===== config.mk =====
export PLATFORM = sky130hd
export DESIGN_NAME = light_decoder
export DESIGN_NICKNAME = d
export VERILOG_FILES = /design/src/rtl/light_pkg.sv /design/src/rtl/code_debounce.sv /design/src/rtl/light_decoder.sv
export SDC_FILE = /design/constraint.sdc
export NUM_CORES = 1
export LEC_CHECK = 0
export CAP_MARGIN = 0
export CORE_AREA = 3 3 73 75
export CTS_BUF_LIST = sky130_fd_sc_hd__clkbuf_4 sky130_fd_sc_hd__clkbuf_8
export DETAILED_ROUTE_END_ITERATION = 10
export DIE_AREA = 0 0 76 78
export PLACE_DENSITY = 0.68
export SLEW_MARGIN = 20
export SYNTH_ARGS = -nofsm -noshare
export SYNTH_HDL_FRONTEND = slang
export SYNTH_HIERARCHICAL = 1
export SYNTH_SLANG_ARGS = --single-unit

===== constraint.sdc =====
create_clock -name clk -period 2.1 [get_ports clk]
set_clock_uncertainty 0.05 [all_clocks]
set_input_delay 0.42 -clock clk [delete_from_list [all_inputs] [get_ports clk]]
set_output_delay 0.42 -clock clk [all_outputs]
set_load 0.005 [all_outputs]

===== src/rtl/light_pkg.sv =====
// Shared light-code constants, turn chase states and lamp patterns
// for the rear-lamp decoder.
package light_pkg;

  localparam logic [1:0] CODE_OFF   = 2'b00;
  localparam logic [1:0] CODE_BRAKE = 2'b01;
  localparam logic [1:0] CODE_TURN  = 2'b10;
  localparam logic [1:0] CODE_BOTH  = 2'b11;

  localparam logic [2:0] LAMP_OFF = 3'b000;
  localparam logic [2:0] LAMP_S1  = 3'b001;
  localparam logic [2:0] LAMP_S2  = 3'b011;
  localparam logic [2:0] LAMP_S3  = 3'b111;

  typedef enum logic [2:0] {
    IDLE  = 3'd0,
    S1    = 3'd1,
    S2    = 3'd2,
    S3    = 3'd3,
    BLANK = 3'd4
  } turn_state_e;

  function automatic turn_state_e next_phase(input turn_state_e st);
    case (st)
      S1:      next_phase = S2;
      S2:      next_phase = S3;
      S3:      next_phase = BLANK;
      BLANK:   next_phase = S1;
      default: next_phase = IDLE;
    endcase
  endfunction

  function automatic logic [2:0] lamp_of(input turn_state_e st);
    case (st)
      S1:      lamp_of = LAMP_S1;
      S2:      lamp_of = LAMP_S2;
      S3:      lamp_of = LAMP_S3;
      default: lamp_of = LAMP_OFF;
    endcase
  endfunction

endpackage


===== src/rtl/code_debounce.sv =====
// Accepts a new light code only after it has been seen on STABLE_CYC
// consecutive edges; shorter glitches are discarded.
module code_debounce
  import light_pkg::*;
#(
  parameter int STABLE_CYC = 4
) (
  input  logic       clk,
  input  logic       rst,
  input  logic [1:0] trans,
  output logic [1:0] cur_code
);

  localparam int SW = (STABLE_CYC > 1) ? $clog2(STABLE_CYC + 1) : 1;
  localparam logic [SW-1:0] LAST_STAB = SW'(STABLE_CYC - 1);

  logic [1:0]    cur_code_r;
  logic [1:0]    candidate_r;
  logic [SW-1:0] stab_cnt_r;

  // Candidate tracking, persistence count and acceptance of the code
  always_ff @(posedge clk) begin
    if (rst) begin
      cur_code_r  <= CODE_OFF;
      candidate_r <= CODE_OFF;
      stab_cnt_r  <= {SW{1'b0}};
    end else if (trans == cur_code_r) begin
      stab_cnt_r <= {SW{1'b0}};
    end else if ((trans == candidate_r) && (stab_cnt_r != {SW{1'b0}})) begin
      if (stab_cnt_r == LAST_STAB) begin
        cur_code_r <= trans;
        stab_cnt_r <= {SW{1'b0}};
      end else begin
        stab_cnt_r <= stab_cnt_r + SW'(1);
      end
    end else begin
      // A fresh value (including a third one mid-count) restarts at 1
      candidate_r <= trans;
      if (STABLE_CYC == 1) begin
        cur_code_r <= trans;
        stab_cnt_r <= {SW{1'b0}};
      end else begin
        stab_cnt_r <= SW'(1);
      end
    end
  end

  assign cur_code = cur_code_r;

endmodule


===== src/rtl/light_decoder.sv =====
// Rear-lamp decoder: debounced light code drives a steady brake lamp and
// a prescaled 3-lamp sequential turn chase.
module light_decoder
  import light_pkg::*;
#(
  parameter int TICK_DIV   = 12500000,
  parameter int STABLE_CYC = 4
) (
  input  logic       clk,
  input  logic       rst,
  input  logic [1:0] trans,
  output logic [1:0] cur_code,
  output logic       brake_lamp,
  output logic [2:0] turn_lamp
);

  localparam int TW = (TICK_DIV > 1) ? $clog2(TICK_DIV) : 1;
  localparam logic [TW-1:0] LAST_TICK = TW'(TICK_DIV - 1);

  logic [1:0]    cur_code_s;
  logic [TW-1:0] tick_cnt_r;
  turn_state_e   state_r;
  logic [2:0]    turn_lamp_r;

  code_debounce #(.STABLE_CYC(STABLE_CYC)) u_debounce (
    .clk      (clk),
    .rst      (rst),
    .trans    (trans),
    .cur_code (cur_code_s)
  );

  // Turn chase FSM with phase prescaler; lamp pattern registered with state
  always_ff @(posedge clk) begin
    if (rst) begin
      state_r     <= IDLE;
      tick_cnt_r  <= {TW{1'b0}};
      turn_lamp_r <= LAMP_OFF;
    end else if (!cur_code_s[1]) begin
      state_r     <= IDLE;
      tick_cnt_r  <= {TW{1'b0}};
      turn_lamp_r <= LAMP_OFF;
    end else begin
      case (state_r)
        IDLE: begin
          state_r     <= S1;
          tick_cnt_r  <= {TW{1'b0}};
          turn_lamp_r <= LAMP_S1;
        end
        S1, S2, S3, BLANK: begin
          if (tick_cnt_r == LAST_TICK) begin
            tick_cnt_r  <= {TW{1'b0}};
            state_r     <= next_phase(state_r);
            turn_lamp_r <= lamp_of(next_phase(state_r));
          end else begin
            tick_cnt_r  <= tick_cnt_r + TW'(1);
          end
        end
        default: begin
          state_r     <= IDLE;
          tick_cnt_r  <= {TW{1'b0}};
          turn_lamp_r <= LAMP_OFF;
        end
      endcase
    end
  end

  assign cur_code   = cur_code_s;
  assign brake_lamp = cur_code_s[0];
  assign turn_lamp  = turn_lamp_r;

endmodule


==> results of run 1 <==
## worst max-delay path by stage
| stage | cells after the start | endpoint | slack (ps) |
|---|---|---|---|
| after global routing | 7 | tick_cnt_r[22] | 100 |
| after detailed placement | 6 | tick_cnt_r[22] | 170 |
| after CTS | 6 | turn_lamp[2] | 150 |
| final | 7 | turn_lamp[2] | 260 |
| after floorplan | 6 | tick_cnt_r[20] | 320 |
| after global placement | 6 | turn_lamp[2] | 220 |
## power by group through the flow
stage	clock, mW	combinational (mW)	sequential (mW)
floorplan	0	0.0280	0.726
global placement	0	0.0426	0.727
detailed placement	0	0.0431	0.727
CTS	0.517	0.0434	0.711
global route	0.548	0.0487	0.712
finish	0.498	0.0430	0.711
## routing by layer
metal | GRT usage (%) | share of wire, % | up-vias
li1 | - | - | 751
met4 | 4.89 | 1.2 | 0
met2 | 20.5 | 46 | 13
met3 | 3.13 | 2.3 | 5
met5 | 0 | 0 | -
met1 | 15.0 | 51 | 656
## flip-flops by register name (all words and copies together), names as in the netlist
register	count
u_debounce/candidate_r	2
state_r	3
turn_lamp	3
tick_cnt_r	24
u_debounce/stab_cnt_r	3
u_debounce/cur_code	2
## worst max-delay path, cell delays in order, from the launching register on
cell	delay (ps)
dfxtp_1	370
ha_1	220
nand4_1	90
buf_4	170
nor2_4	180
nand4_1	150
a2111o_1	430
a21oi_1	130
## cells by family (layout without fill, tap and decap cells)
kind of cell | after synthesis | count (layout)
xor gates and xnor gates | 28 | 28
buffers and inverters | 21 | 36
and+or+nand+nor | 100 | 100
muxes | 4 | 4
adders and majority gates | 4 | 4
DFF | 37 | 37
AOI/OAI and AO/OA | 18 | 18
## area by class of cell
| type | count | area [µm²] |
|---|---|---|
| Timing Repair Buffer | 13 | 133 |
| Tap cell | 67 | 83.8 |
| Sequential cell | 37 | 741 |
| Inverter | 15 | 56.3 |
| Fill cell | 467 | 2560 |
| Multi-Input combinational cell | 154 | 1050 |
| Clock buffer | 8 | 91.3 |
## stage by stage
stage	power [mW]	cell area, µm²	hold slack, ps	cells
floorplan	0.755	1880	380	212
global placement	0.770	2060	393	285
detailed placement	0.770	2060	401	285
CTS	1.27	2150	416	293
global route	1.31	2160	451	294
finish	1.25	2160	410	294
## placed cells by master, fill, tap and decap left out, types with 7 or more instances in the layout
cell / Yosys / layout
inv_1: 15 / 15
a21oi_1: 7 / 7
xnor2_1: 18 / 18
dfxtp_1: 37 / 37
nand3_1: 9 / 9
nor2_1: 31 / 31
clkdlybuf4s50_1: 0 / 9
nand2_1: 8 / 8
xor2_1: 10 / 10
nor3_1: 7 / 7
==> reports/metrics.yaml, run 1 <==
synthesis:
  synth_top_area_share_pct: 39.4
  syn_nets: 220
  synth-seq-cells: 37
  synthTopCellsByArea: "dfxtp_1, xnor2_1, nor2_1, xor2_1, inv_1"
  synthMuxAreaShare_pct: 2.13
  ys_warn_count: 6
  yosys-top-cells-count: "dfxtp_1, nor2_1, xnor2_1"
  synth_ff_type: "dfxtp_1"
  yosysUniqueCellTypes: 48
  synth_top_family_by_area: "simple AND/OR/NAND/NOR gates"
  avgSynthCellArea_um2: 8.87
  async_flop_share_pct: 0
  yosysMostFrequentCell: "dfxtp_1"
  synth_adder_area_share_pct: 2.66
  netlist_instances: 212
  seq_area_frac_synth_pct: 39.4
  synth-simple-area-share_pct: 32.1
  synth_edf_count: 0
  synth_xor_area_share_pct: 13.0
  synth_compound_area_share_pct: 6.05
  syn-cell-area_um2: 1880
  yosys.area.top_type: "dfxtp_1"
place:
  gp_congestion: 0.833
  portBuffers: 9
  dp_hpwl_um: 2310
  post-place-ws_ps: 165
clock_network:
  post_cts_buffers: 0
  cts_resized: 0
  cts-htree-levels: 2
  cts_tree: "done"
  cts_buffer_depth: 2
  cts_root_buffer: "clkbuf_8"
  clk_latency_ps: 280
  cts.sinks: 37
  clkTransAtPathRegs_ps: 70
  numCtsBuffers: 5
  holdBufCountCts: 0
power_and_ir_drop:
  switching_power_uw: 248
  ir_worst_vdd_uv: 370
  p_per_area_nw_per_um2: 580
  p_clk_share_pct: 39.8
  combPwrFrac_pct: 3.4
  intPower_mw: 1.00
  leakagePower_nw: 0.683
  power_switching_share_pct: 19.8
  p_seq_share_pct: 56.8
critical_path:
  reg2reg_slack_ps: 260
  worstReg2RegEnd: "turn_lamp[2]"
  critPathLaunch: "tick_cnt_r[0]"
  worstSetupPathType: "flip-flop to flip-flop"
  r2r_cells: 7
  rr_startpoint: "tick_cnt_r[0]"
  end_kind: "flip-flop"
  required_ps: 2270
  start_kind: "flip-flop"
  crit_path_max_fanout: 6
  crit_arrival_ps: 2010
route:
  via_count: 1425
  ant_nets: 0
  wirelength_um: 3240
  first_pass_iters: 5
  dr.first_iter.drc_count: 93
  route.detailed.drc: 0
  vias_per_cell: 4.85
  post_drt_wl_per_cell_um: 11.0
final_layout:
  area_growth_pct: 14.8
  layout-drive-gt1-share_pct: 11.5
  post-route-util_pct: 45.7
  final_nets: 234
  antenna_cells: 0
timing:
  finalSetupViolCount: 0
  rsz0062_at_grt: "no"
  drv_slew: 0
  layout_min_cycle_time_ps: 1840
  slew_headroom_pct: 73.5
  final-hold-violation-count: 0
  min_period_over_period_pct: 87.7
  fin_tns_setup_ps: 0
  timing.final.ws_setup_ps: 258
  fmax_ghz: 0.543
  worst_pin_slew_ps: 394
global_routing:
  grt_max_degree: 25
  antenna_found_initial: 0
  overflow: 0
  first_global_vias: 1386
  grtUsageTotal_pct: 12.2
  grt_pass1_wl_um: 5990
min_path:
  hold_depth: 1
  hold_end: "tick_cnt_r[0]"
  hold_class: "flip-flop to flip-flop"
  hold_path.startpoint: "tick_cnt_r[0]"
die:
  io_pins: 10
  die-height_um: 78
  core_area_um2: 4720
  initial_core_util_pct: 39.8
  die_x_um: 76
  fp-row-count: 25
  die_area_um2: 5930
run_status:
  status: "complete, no violations"
job:
  maxCapViolations: 0
(Power assumes the default switching activity.)
==> inputs of run 2 (changes only) <==
CTS_BUF_LIST = sky130_fd_sc_hd__clkbuf_8   (was sky130_fd_sc_hd__clkbuf_4 sky130_fd_sc_hd__clkbuf_8)
SETUP_SLACK_MARGIN = 0.02   (was unset)
==> run 2 against run 1 <==
Against the previous run: critical path depth stayed put; final area shrank 0.52%; cell count unchanged; critical path type unchanged; largest power group unchanged; highest routed layer unchanged.
==> reports/metrics.yaml, run 2 (synthesis gave the netlist of run 1 again) <==
min_path:
  hold_path.startpoint: "tick_cnt_r[0]"
  hold_end: "tick_cnt_r[0]"
  hold_depth: 1  # unchanged
  hold_class: "flip-flop to flip-flop"
critical_path:
  cpPeakStageDelay_ps: 410  # -20 ps
  path_cells: "ha_1 -> nand4_1 -> buf_4 -> or3_1 -> nor3_1 -> xnor2_1 -> nor2_1"
  crit_arrival_ps: 1960  # -50 ps
  crit_path_max_fanout: 5  # -1
  start_kind: "flip-flop"
  end_kind: "flip-flop"
  worstSetupPathType: "flip-flop to flip-flop"
  worstReg2RegEnd: "tick_cnt_r[22]"
  reg2reg_slack_ps: 270  # about the same
  rr_startpoint: "tick_cnt_r[0]"
  slowest_stage: "or3_1"
  r2r_cells: 7  # unchanged
  required_ps: 2230  # -40 ps
clock_network:
  cts-htree-levels: 2  # unchanged
  cts.sinks: 37  # unchanged
  cts_root_buffer: "clkbuf_8"
  cts_tree: "done"
  clk_latency_ps: 280  # about the same
  numCtsBuffers: 5  # unchanged
  clkTransAtPathRegs_ps: 60  # about the same
  cts_resized: 0  # unchanged
  cts_buffer_depth: 2  # unchanged
route:
  via_count: 1428  # +0.21%
  vias_per_cell: 4.86  # +0.21%
  ant_nets: 0  # unchanged
  wirelength_um: 3190  # -1.4%
  dr.first_iter.drc_count: 84  # -9.7%
  first_pass_iters: 4  # -1
  route.detailed.drc: 0  # unchanged
  post_drt_wl_per_cell_um: 10.9  # -1.4%
global_routing:
  use_met3_pct: 3.13  # unchanged
  use_met2_pct: 19.7  # -0.80 points
  grt_busiest_layer: "met2"
  overflow: 0  # unchanged
  grtUsageTotal_pct: 12.0  # -0.22 points
  antenna_found_initial: 0  # unchanged
  grt_util_met1_pct: 15.0  # unchanged
  grt_pass1_wl_um: 5900  # -1.5%
  first_global_vias: 1377  # -0.65%
  grt_max_degree: 25  # unchanged
final_layout:
  fill_cells: 469  # +0.43%
  largest_register_ffs: 24  # unchanged
  layout_common_cells: "dfxtp_1, nor2_1, inv_1, xnor2_1, xor2_1"
  antenna_cells: 0  # unchanged
  final_nets: 234  # unchanged
  regMostFlops: "tick_cnt_r"
  layout-drive-gt1-share_pct: 10.1  # -1.3 points
  area_growth_pct: 14.2
  final_common_cell: "dfxtp_1"
  layout.cells.non_filler: 294  # unchanged
run_status:
  status: "complete, no violations"
die:
  die-height_um: 78  # unchanged
  fp-row-count: 25  # unchanged
  io_pins: 10  # unchanged
  die_x_um: 76  # unchanged
  die_area_um2: 5930  # unchanged
  initial_core_util_pct: 39.8  # unchanged
  core_area_um2: 4720  # unchanged
power_and_ir_drop:
  p_per_area_nw_per_um2: 559  # -3.6%
  p_total_mw: 1.20  # -4.1%
  leakagePower_nw: 0.685  # +0.32%
  ir_worst_vdd_uv: 370  # about the same
timing:
  fmax_ghz: 0.545  # +0.44%
  layout_min_cycle_time_ps: 1830  # -7.99 ps
  final-hold-violation-count: 0  # unchanged
  finalSetupViolCount: 0  # unchanged
  min_period_over_period_pct: 87.3  # -0.38 points
  rsz0062_at_grt: "no"
  fin_tns_setup_ps: 0  # unchanged
  drv_slew: 0  # unchanged
  worst_pin_slew_ps: 394  # +0.000834 ps
  slew_headroom_pct: 73.5  # about the same
place:
  gp_congestion: 0.833  # unchanged
  dp_hpwl_um: 2310  # unchanged
  dp.cells: 285  # unchanged
  portBuffers: 9  # unchanged
job:
  maxCapViolations: 0  # unchanged
==> run 2: worst max-delay path by stage <==
stage                   from              to  slack, ps  cells after the start
3_3_place_gp   tick_cnt_r[0]    turn_lamp[2]        220                      6
2_1_floorplan  tick_cnt_r[0]  tick_cnt_r[20]        320                      6
6_report       tick_cnt_r[0]  tick_cnt_r[22]        270                      7
5_1_grt        tick_cnt_r[0]  tick_cnt_r[22]        100                      7
4_1_cts        tick_cnt_r[0]  tick_cnt_r[22]        160                      6
3_5_place_dp   tick_cnt_r[0]  tick_cnt_r[22]        170                      6
==> run 2: final cells by class <==
type                            instances  area, µm²  share of cell area [%]
Multi-Input combinational cell        154       1050                    49.1
Sequential cell                        37        741                    34.5
Timing Repair Buffer                   13        133                    6.18
Tap cell                               67       83.8                    3.90
Clock buffer                            5       68.8                    3.21
Inverter                               15       56.3                    2.62
Clock inverter                          3       11.3                   0.524
==> run 2: metal layers <==
metal / share of wire [%] / vias to the layer above
li1: - / 751
met1: 51 / 655
met2: 45 / 15
met3: 2.7 / 7
met4: 1.5 / 0
met5: 0 / -
==> run 2: worst max-delay path, delay by kind of cell, from the launching register on <==
family | cells | cell delay (ps)
xor gates and xnor gates | 1 | 150
adders and majority gates | 1 | 220
buffers and inverters | 1 | 170
DFF | 1 | 370
and+or+nand+nor | 4 | 780
==> run 2: per-stage QoR <==
step                      setup WS (ps)  util [%]  hold WS (ps)  area, µm²
after floorplan                     322         -           380       1880
after global placement              218      43.6           393       2060
after detailed placement            165      43.6           401       2060
after CTS                           157      45.3           416       2140
after global routing                101      45.5           451       2150
final                               266      45.5           411       2150
==> run 2: repair_timing <==
item,CTS,global route
setup buffers,0,1
setup endpoints to repair,0,2
hold buffers,0,0
==> run 2: power by group <==
part | switching, mW | internal, mW | total (mW)
Clock | 0.225 | 0.221 | 0.446
Sequential | 0.00420 | 0.707 | 0.711
Combinational | 0.0197 | 0.0232 | 0.0430
Total | 0.249 | 0.951 | 1.20
